==> src/rtl/router_pkg.sv <==
// Shared router types: flit format, port identifiers, the switch-facing
// pipeline bus, the input-port state encoding and the XY routing rule.
package router_pkg;

  localparam int COORD_W   = 4;
  localparam int PAYLOAD_W = 16;

  typedef enum logic [1:0] {
    INVALID_FLIT = 2'd0,
    HEAD_FLIT    = 2'd1,
    BODY_FLIT    = 2'd2,
    TAIL_FLIT    = 2'd3
  } FLIT_TYPE;

  typedef enum logic [2:0] {
    LOCAL_PORT = 3'd0,
    NORTH_PORT = 3'd1,
    EAST_PORT  = 3'd2,
    SOUTH_PORT = 3'd3,
    WEST_PORT  = 3'd4,
    NONE_PORT  = 3'd5
  } PORT_T;

  typedef struct packed {
    FLIT_TYPE               flit_type;
    logic [COORD_W-1:0]     dst_x;
    logic [COORD_W-1:0]     dst_y;
    logic [PAYLOAD_W-1:0]   payload;
  } flit_t;

  typedef struct packed {
    flit_t flit;
    PORT_T target_port;
  } router_pipeline_bus_t;

  typedef enum logic [1:0] {
    IP_IDLE   = 2'd0,
    IP_REQ    = 2'd1,
    IP_ACTIVE = 2'd2
  } IP_STATE_T;

  // Dimension-order routing: resolve X first, then Y, else deliver locally.
  function automatic PORT_T xy_route(
    input logic [COORD_W-1:0] dst_x,
    input logic [COORD_W-1:0] dst_y,
    input logic [COORD_W-1:0] here_x,
    input logic [COORD_W-1:0] here_y
  );
    if (dst_x > here_x)      return EAST_PORT;
    else if (dst_x < here_x) return WEST_PORT;
    else if (dst_y > here_y) return NORTH_PORT;
    else if (dst_y < here_y) return SOUTH_PORT;
    else                     return LOCAL_PORT;
  endfunction

endpackage

==> src/rtl/input_port_unit_flit_fifo.sv <==
// flit_fifo: circular flit buffer for one router input port.
// Ports:
//   clk, rst    - clock, synchronous active-high reset
//   push        - write push_flit (accepted when not full, or when full
//                 and popping in the same cycle)
//   push_flit   - flit to write
//   pop         - advance read pointer (ignored when empty)
//   head        - flit at the read pointer (valid when !empty)
//   full, empty - occupancy flags
module flit_fifo
  import router_pkg::*;
#(
  parameter int unsigned DEPTH = 4
) (
  input  logic  clk,
  input  logic  rst,
  input  logic  push,
  input  flit_t push_flit,
  input  logic  pop,
  output flit_t head,
  output logic  full,
  output logic  empty
);

  localparam int unsigned AW = $clog2(DEPTH);
  localparam int unsigned CW = AW + 1;

  flit_t          mem [DEPTH];
  logic [AW-1:0]  wr_ptr;
  logic [AW-1:0]  rd_ptr;
  logic [CW-1:0]  count_q;
  logic           do_push;
  logic           do_pop;

  assign full  = (count_q == CW'(DEPTH));
  assign empty = (count_q == '0);
  assign head  = mem[rd_ptr];

  assign do_pop  = pop && !empty;
  // A full buffer still takes a write when a slot frees in the same cycle.
  assign do_push = push && (!full || do_pop);

  always_ff @(posedge clk) begin
    if (do_push) begin
      mem[wr_ptr] <= push_flit;
    end
  end

  always_ff @(posedge clk) begin
    if (rst) begin
      wr_ptr  <= '0;
      rd_ptr  <= '0;
      count_q <= '0;
    end else begin
      if (do_push) begin
        wr_ptr <= AW'(wr_ptr + 1'b1);
      end
      if (do_pop) begin
        rd_ptr <= AW'(rd_ptr + 1'b1);
      end
      case ({do_push, do_pop})
        2'b10:   count_q <= CW'(count_q + 1'b1);
        2'b01:   count_q <= CW'(count_q - 1'b1);
        default: count_q <= count_q;
      endcase
    end
  end

endmodule

==> src/rtl/input_port_unit.sv <==
// input_port_unit: per-port ingress stage of the mesh router.
// Buffers incoming flits, XY-routes each head flit, requests the switch
// and, once granted, streams the packet onto the switch pipeline bus.
// Ports:
//   clk, rst           - clock, synchronous active-high reset
//   i_flit, i_valid    - incoming flit and its valid strobe
//   o_credit           - one-cycle pulse per flit popped from the buffer
//   o_r2s              - flit and target port presented to the switch
//   o_switch_req       - switch allocation request
//   i_routing_success  - switch grant for this port
//   i_out_ready        - downstream output can take a flit this cycle
//   o_err              - sticky protocol error (stray body/tail, overflow)
module input_port_unit
  import router_pkg::*;
#(
  parameter int unsigned        DEPTH  = 4,
  parameter logic [COORD_W-1:0] X_ADDR = '0,
  parameter logic [COORD_W-1:0] Y_ADDR = '0
) (
  input  logic                 clk,
  input  logic                 rst,
  input  flit_t                i_flit,
  input  logic                 i_valid,
  output logic                 o_credit,
  output router_pipeline_bus_t o_r2s,
  output logic                 o_switch_req,
  input  logic                 i_routing_success,
  input  logic                 i_out_ready,
  output logic                 o_err
);

  IP_STATE_T state;
  IP_STATE_T next_state;
  PORT_T     route_q;
  PORT_T     route_d;
  logic      err_q;
  logic      err_set;
  logic      pop;
  logic      fifo_full;
  logic      fifo_empty;
  logic      overflow;
  flit_t     fifo_head;

  flit_fifo #(
    .DEPTH(DEPTH)
  ) u_fifo (
    .clk      (clk),
    .rst      (rst),
    .push     (i_valid),
    .push_flit(i_flit),
    .pop      (pop),
    .head     (fifo_head),
    .full     (fifo_full),
    .empty    (fifo_empty)
  );

  // Write into a full buffer with no slot freeing this cycle is dropped.
  assign overflow = i_valid && fifo_full && !pop;

  always_ff @(posedge clk) begin
    if (rst) begin
      state   <= IP_IDLE;
      route_q <= NONE_PORT;
      err_q   <= 1'b0;
    end else begin
      state   <= next_state;
      route_q <= route_d;
      if (err_set || overflow) begin
        err_q <= 1'b1;
      end
    end
  end

  always_comb begin
    next_state             = state;
    route_d                = route_q;
    pop                    = 1'b0;
    err_set                = 1'b0;
    o_switch_req           = 1'b0;
    o_r2s.flit             = '0;
    o_r2s.target_port      = NONE_PORT;
    case (state)
      IP_IDLE: begin
        if (!fifo_empty) begin
          if (fifo_head.flit_type == HEAD_FLIT) begin
            route_d    = xy_route(fifo_head.dst_x, fifo_head.dst_y, X_ADDR, Y_ADDR);
            next_state = IP_REQ;
          end else begin
            // Anything other than a head here is out of packet order:
            // discard it, still returning its buffer slot upstream.
            pop     = 1'b1;
            err_set = 1'b1;
          end
        end
      end
      IP_REQ: begin
        o_switch_req      = 1'b1;
        o_r2s.target_port = route_q;
        if (i_routing_success) begin
          next_state = IP_ACTIVE;
        end
      end
      IP_ACTIVE: begin
        o_r2s.target_port = route_q;
        if (!fifo_empty && i_out_ready) begin
          pop        = 1'b1;
          o_r2s.flit = fifo_head;
          if (fifo_head.flit_type == TAIL_FLIT) begin
            next_state = IP_IDLE;
          end
        end
      end
      default: next_state = IP_IDLE;
    endcase
  end

  assign o_credit = pop;
  assign o_err    = err_q;

endmodule

==> config.mk <==
export PLATFORM = sky130hd
export DESIGN_NAME = input_port_unit
export DESIGN_NICKNAME = d
export VERILOG_FILES = /design/src/rtl/router_pkg.sv /design/src/rtl/input_port_unit_flit_fifo.sv /design/src/rtl/input_port_unit.sv
export SDC_FILE = /design/constraint.sdc
export NUM_CORES = 1
export LEC_CHECK = 0
export ABC_AREA = 1
export CORE_ASPECT_RATIO = 1.4
export CORE_MARGIN = 3
export CORE_UTILIZATION = 45
export DETAILED_ROUTE_END_ITERATION = 16
export PLACE_DENSITY_LB_ADDON = 0.05
export REMOVE_ABC_BUFFERS = 1
export SYNTH_ARGS = -nofsm -noshare
export SYNTH_HDL_FRONTEND = slang
export SYNTH_HIERARCHICAL = 1
export SYNTH_SLANG_ARGS = --single-unit
==> constraint.sdc <==
create_clock -name clk -period 2.8 [get_ports clk]
set_input_delay 0.56 -clock clk [delete_from_list [all_inputs] [get_ports clk]]
set_output_delay 0.56 -clock clk [all_outputs]
set_load 0.01 [all_outputs]
Word-level counts from Yosys, hierarchy flattened
Memories as Yosys holds them, arrays and structs flattened. A register that Yosys moved wholly into a read port is not among the register bits.
Cells that the tools add are included.
W data, S select, Z words.
- memories: 1
- RAM bits: 104
- logic and storage cells: 68
- bits in registers: 13
- output and inout port bits: 32
- bits of input ports: 31
- bitwise operators: 1
- muxes and demuxes: 24
- add/subtract/negate cells: 4
- equality and inequality tests: 12
- order comparisons: 4
- reductions and logical operators: 16
- memories (memory ; words ; width ; read ports ; clocked after Yosys merged registers in ; wr ports ; line ; RTL):
    u_fifo.mem ; 4 ; 26 ; 1 ; 1 ; 1 ; input_port_unit_flit_fifo.sv:28 ; flit_t mem [DEPTH];
- operator list (operator ; number):
    $mux W26 ; 2
    $mux W2 ; 9
    $ne A2 B2 Y1 const B ; 5
    $mux W3 ; 3
    $gt A4 B1 Y1 const B ; 2
    $lt A4 B1 Y1 const B ; 2
    $mux W1 ; 7
    $eq A2 B1 Y1 const B ; 3
    $eq A2 B2 Y1 const B ; 3
    $pmux W2 S3 ; 1
    $pmux W3 S2 ; 1
    $logic_and A1 B1 Y1 ; 5
    $reduce_and A5 Y1 ; 1
    $add A2 B1 Y2 const B ; 2
    $add A3 B1 Y3 const B ; 1
    $eq A3 B3 Y1 const B ; 1
    $logic_not A1 Y1 ; 3
    $logic_not A3 Y1 ; 1
    $reduce_and A3 Y1 ; 1
    $sub A3 B1 Y3 const B ; 1
    $logic_not A2 Y1 ; 1
    $logic_or A1 B1 Y1 ; 2
    $pmux W1 S2 ; 1
    $reduce_bool A2 Y1 ; 1
    other kinds (2) ; 2

Logic depth before layout (Yosys ltp)
- word-level depth: 10
- gate-level depth with buffers: 21

Modules after synthesis
Netlist, hierarchy kept.
- by module, submodules not included (module ; area each (um2) ; cells an instance ; instances ; seq. area each (um2)):
    flit_fifo ; 4349.2 ; 325 ; 1 ; 3303.2
    input_port_unit ; 635.6 ; 115 ; 1 ; 120.1

Worst setup path after synthesis
OpenSTA, ideal clock, no wires.
- path type: reg-to-reg
- start: register (tool-made name)
- end: memory u_fifo/mem[0][0] (netlist name) (enable)
- buffers on the path: 2
- cell stages (with the launch flop): 14
- library setup time: 0.409 ns
- setup slack: -0.305 ns
- clock period less this slack: 3.105 ns
- arrival time: 2.696 ns
- cells stage by stage: dfxtp_1 > buf_6 > inv_4 > buf_4 > nor2_1 > o22ai_1 > inv_1 > nand2_1 > nand3_1 > nand2_1 > inv_1 > nand3_1 > nand2_1 > nor2_1
- RTL lines (item ; line):
    to (decl) ; input_port_unit_flit_fifo.sv:28

==> qor.yml <==
timing:
  timing.fmax_mhz: 375
  worst_pin_slew_ns: 0.233
  rsz0062_at_grt: "false"
  post-route-period-util_pct: 95.2
  finalClockSkew_ns: 0.0143
  fin_tns_setup_ns: 0
  final_max_slew_viol_count: 0
  fin_crit_ns: 2.67
  setup_slack_ns: 0.135
  setup_violations: 0
  slew_headroom_pct: 84.5
  hold_viol_final: 0
die:
  start_util_pct: 47.2
  core-area_mm2: 0.0106
  io_pins: 63
  dieHeight_um: 131
  placementRows: 44
  dieArea_mm2: 0.0124
  dieWidth_um: 95.0
flow_run:
  maxCapViolCount: 0
route:
  firstDrtPassIters: 4
  wirelength_um: 10800
  wl_per_cell_um: 16.0
  avgViaCountPerCell: 5.11
  initialDrtViolationCount: 212
  vias: 3457
  route.detailed.drc: 0
  final_antenna_net_count: 0
power:
  p_comb_share_pct: 29.5
  ir_worst_vdd_mv: 0.442
  p_switching_mw: 1.97
  clockPowerShare_pct: 33.4
  power_frac_seq_pct: 37.2
  power_density_mw_per_mm2: 918
  p_leak_nw: 2.72
  p_sw_share_pct: 32.8
  p_int_mw: 4.05
finish:
  drive_above_1_share_pct: 13.9
  fin_nets: 568
  postLayoutCoreUtil_pct: 62.0
  mostFrequentLayoutCells: "104 x edfxtp_1, 91 x nor2_1, 55 x inv_1"
  area_delta_synth_final_pct: 31.5
  diodes: 0
  final_common_cell: "edfxtp_1"
logic_synthesis:
  synth_area_leaders: "edfxtp_1 63%, nor2_1 7.2%, dfxtp_1 6.0%, inv_1 4.2%, o21ai_0 3.9%"
  ys_ff_latch: 119
  yosys.area.top_type: "edfxtp_1"
  synth_cells: 440
  yosysWarningCount: 6
  yosysSeqAreaShare_pct: 68.7
  synth_top_area_share_pct: 62.7
  syn_area_mm2: 0.00498
  syn_avg_cell_area_um2: 11.3
  synth_cell_types: 25
clock_tree:
  cts_buffers: 17
  htree_levels: 4
  cts_tree: "done"
  ctsLongestPathBuffers: 2
  clk_pin_slew_worst_paths_ns: 0.05
  cts.sinks: 119
  clk_latency_ns: 0.41
  root_buffer: "clkbuf_16"
placed_design:
  dp_hpwl_um: 7020
  port_buffers: 62
  gp_congestion: 0.734
  pre_cts_slack_ns: 0.115
worst_setup_path:
  critPathRequiredTime_ns: 2.24
  cpMaxStageDelayCell: "clkdlybuf4s50_1"
  crit_chain: "buf_6 > o21ai_0 > o22ai_1 > inv_1 > nor2_1 > clkdlybuf4s50_1"
  cp_top_family: "buffers and inverters"
  critPathCaptureType: "output port"
  worstSetupPathType: "reg2out"
  cp_max_fo: 30
  cp-start-kind: "flop"
  crit_buf_inv: 3
  cp_slowest_stage_delay_ns: 0.54
  critPathArrivalTime_ns: 2.11
global_route:
  grt_pass1_wl_um: 17200
  globalRouteOverflowTotal: 0
  grt_start_max_net_pins: 31
  track_usage_pct: 18.9
  grt_pass1_vias: 3436
  antenna_found_initial: 0
min_path:
  min-delay-path-class: "reg2reg"
run_status:
  status: "finished, final reports clean"
## cell type report
type | instances | area, um2
inverters | 60 | 228
fillers | 857 | 4020
well taps | 138 | 173
clock inverters | 14 | 128
repair buffers | 85 | 917
multi-input cells | 244 | 1260
clock buffers | 17 | 425
flip-flops and latches | 119 | 3430
## final timing paths
kind	from	endpoint	slack, ns	cells after the start
worst min register to register	route_q[0]	route_q[0]	0.48	2
worst max-delay path	flop	o_r2s[19]	0.13	6
worst min-delay path	route_q[0]	route_q[0]	0.48	2
worst max register to register	flop	u_fifo/count_q[2]	0.29	18
## power groups by stage
stage                     combinational (mW)  clock, mW  sequential [mW]
after floorplan                        0.982          0             2.32
after global placement                  1.69          0             2.28
after detailed placement                1.72          0             2.28
after CTS                               1.75       2.05             2.25
after global routing                    2.00       2.12             2.26
final                                   1.77       2.01             2.24
## per-layer routing
layer,vias up,GRT usage [%],part of all wire [%]
li1,1688,-,-
met1,1677,22.3,43
met2,79,32.9,52
met3,13,4.87,4.3
met4,0,6.97,1.4
met5,-,0,0
## tightest hold or removal path, stage by stage (launching register included)
cell	delay, ns
dfxtp_1	0.32
a21oi_1	0.07
nand2_1	0.06
## synthesized netlist by cell type, drive strengths merged
cell type    n
nand2       29
nor2        99
nor3         1
a21oi        7
inv         60
dfxtp       15
o21ai       57
nand3       10
ha           9
nand4        3
a31oi        1
buf         17
fa           1
a21boi       1
o22ai       26
edfxtp     104
## flip-flops by register name, indices dropped and copies added, names as in the netlist, named ones only
register and flops:
u_fifo/wr_ptr 2, u_fifo/count_q 3, u_fifo/rd_ptr 2, o_err 1, state 2, route_q 3, u_fifo/mem 104
## timing repair
| item | in CTS | in global routing |
|---|---|---|
| cloned | 0 | 0 |
| hold buffers | 0 | 0 |
| setup endpoints to repair | 20 | 28 |
| resized for setup | 5 | 19 |
| buffers inserted | 0 | 2 |
## per-stage QoR
step                power [mW]  area, um2  std cells  hold WS [ns]
finish                    6.02       6560        677         0.477
global route              6.38       6560        677         0.511
CTS                       6.05       6490        675         0.475
detailed placement        4.00       5920        644         0.463
global placement          3.97       5920        644         0.455
floorplan                 3.30       4870        423         0.433
## cell families after synthesis
| group | count (synthesis) | share of synthesized area, % |
|---|---|---|
| flops | 119 | 68.7 |
| buf+inv | 77 | 6.95 |
| simple gates | 142 | 11.7 |
| fa+ha+maj | 10 | 2.66 |
| compound gates | 92 | 10.0 |
Power figures use the tool's default switching activity.
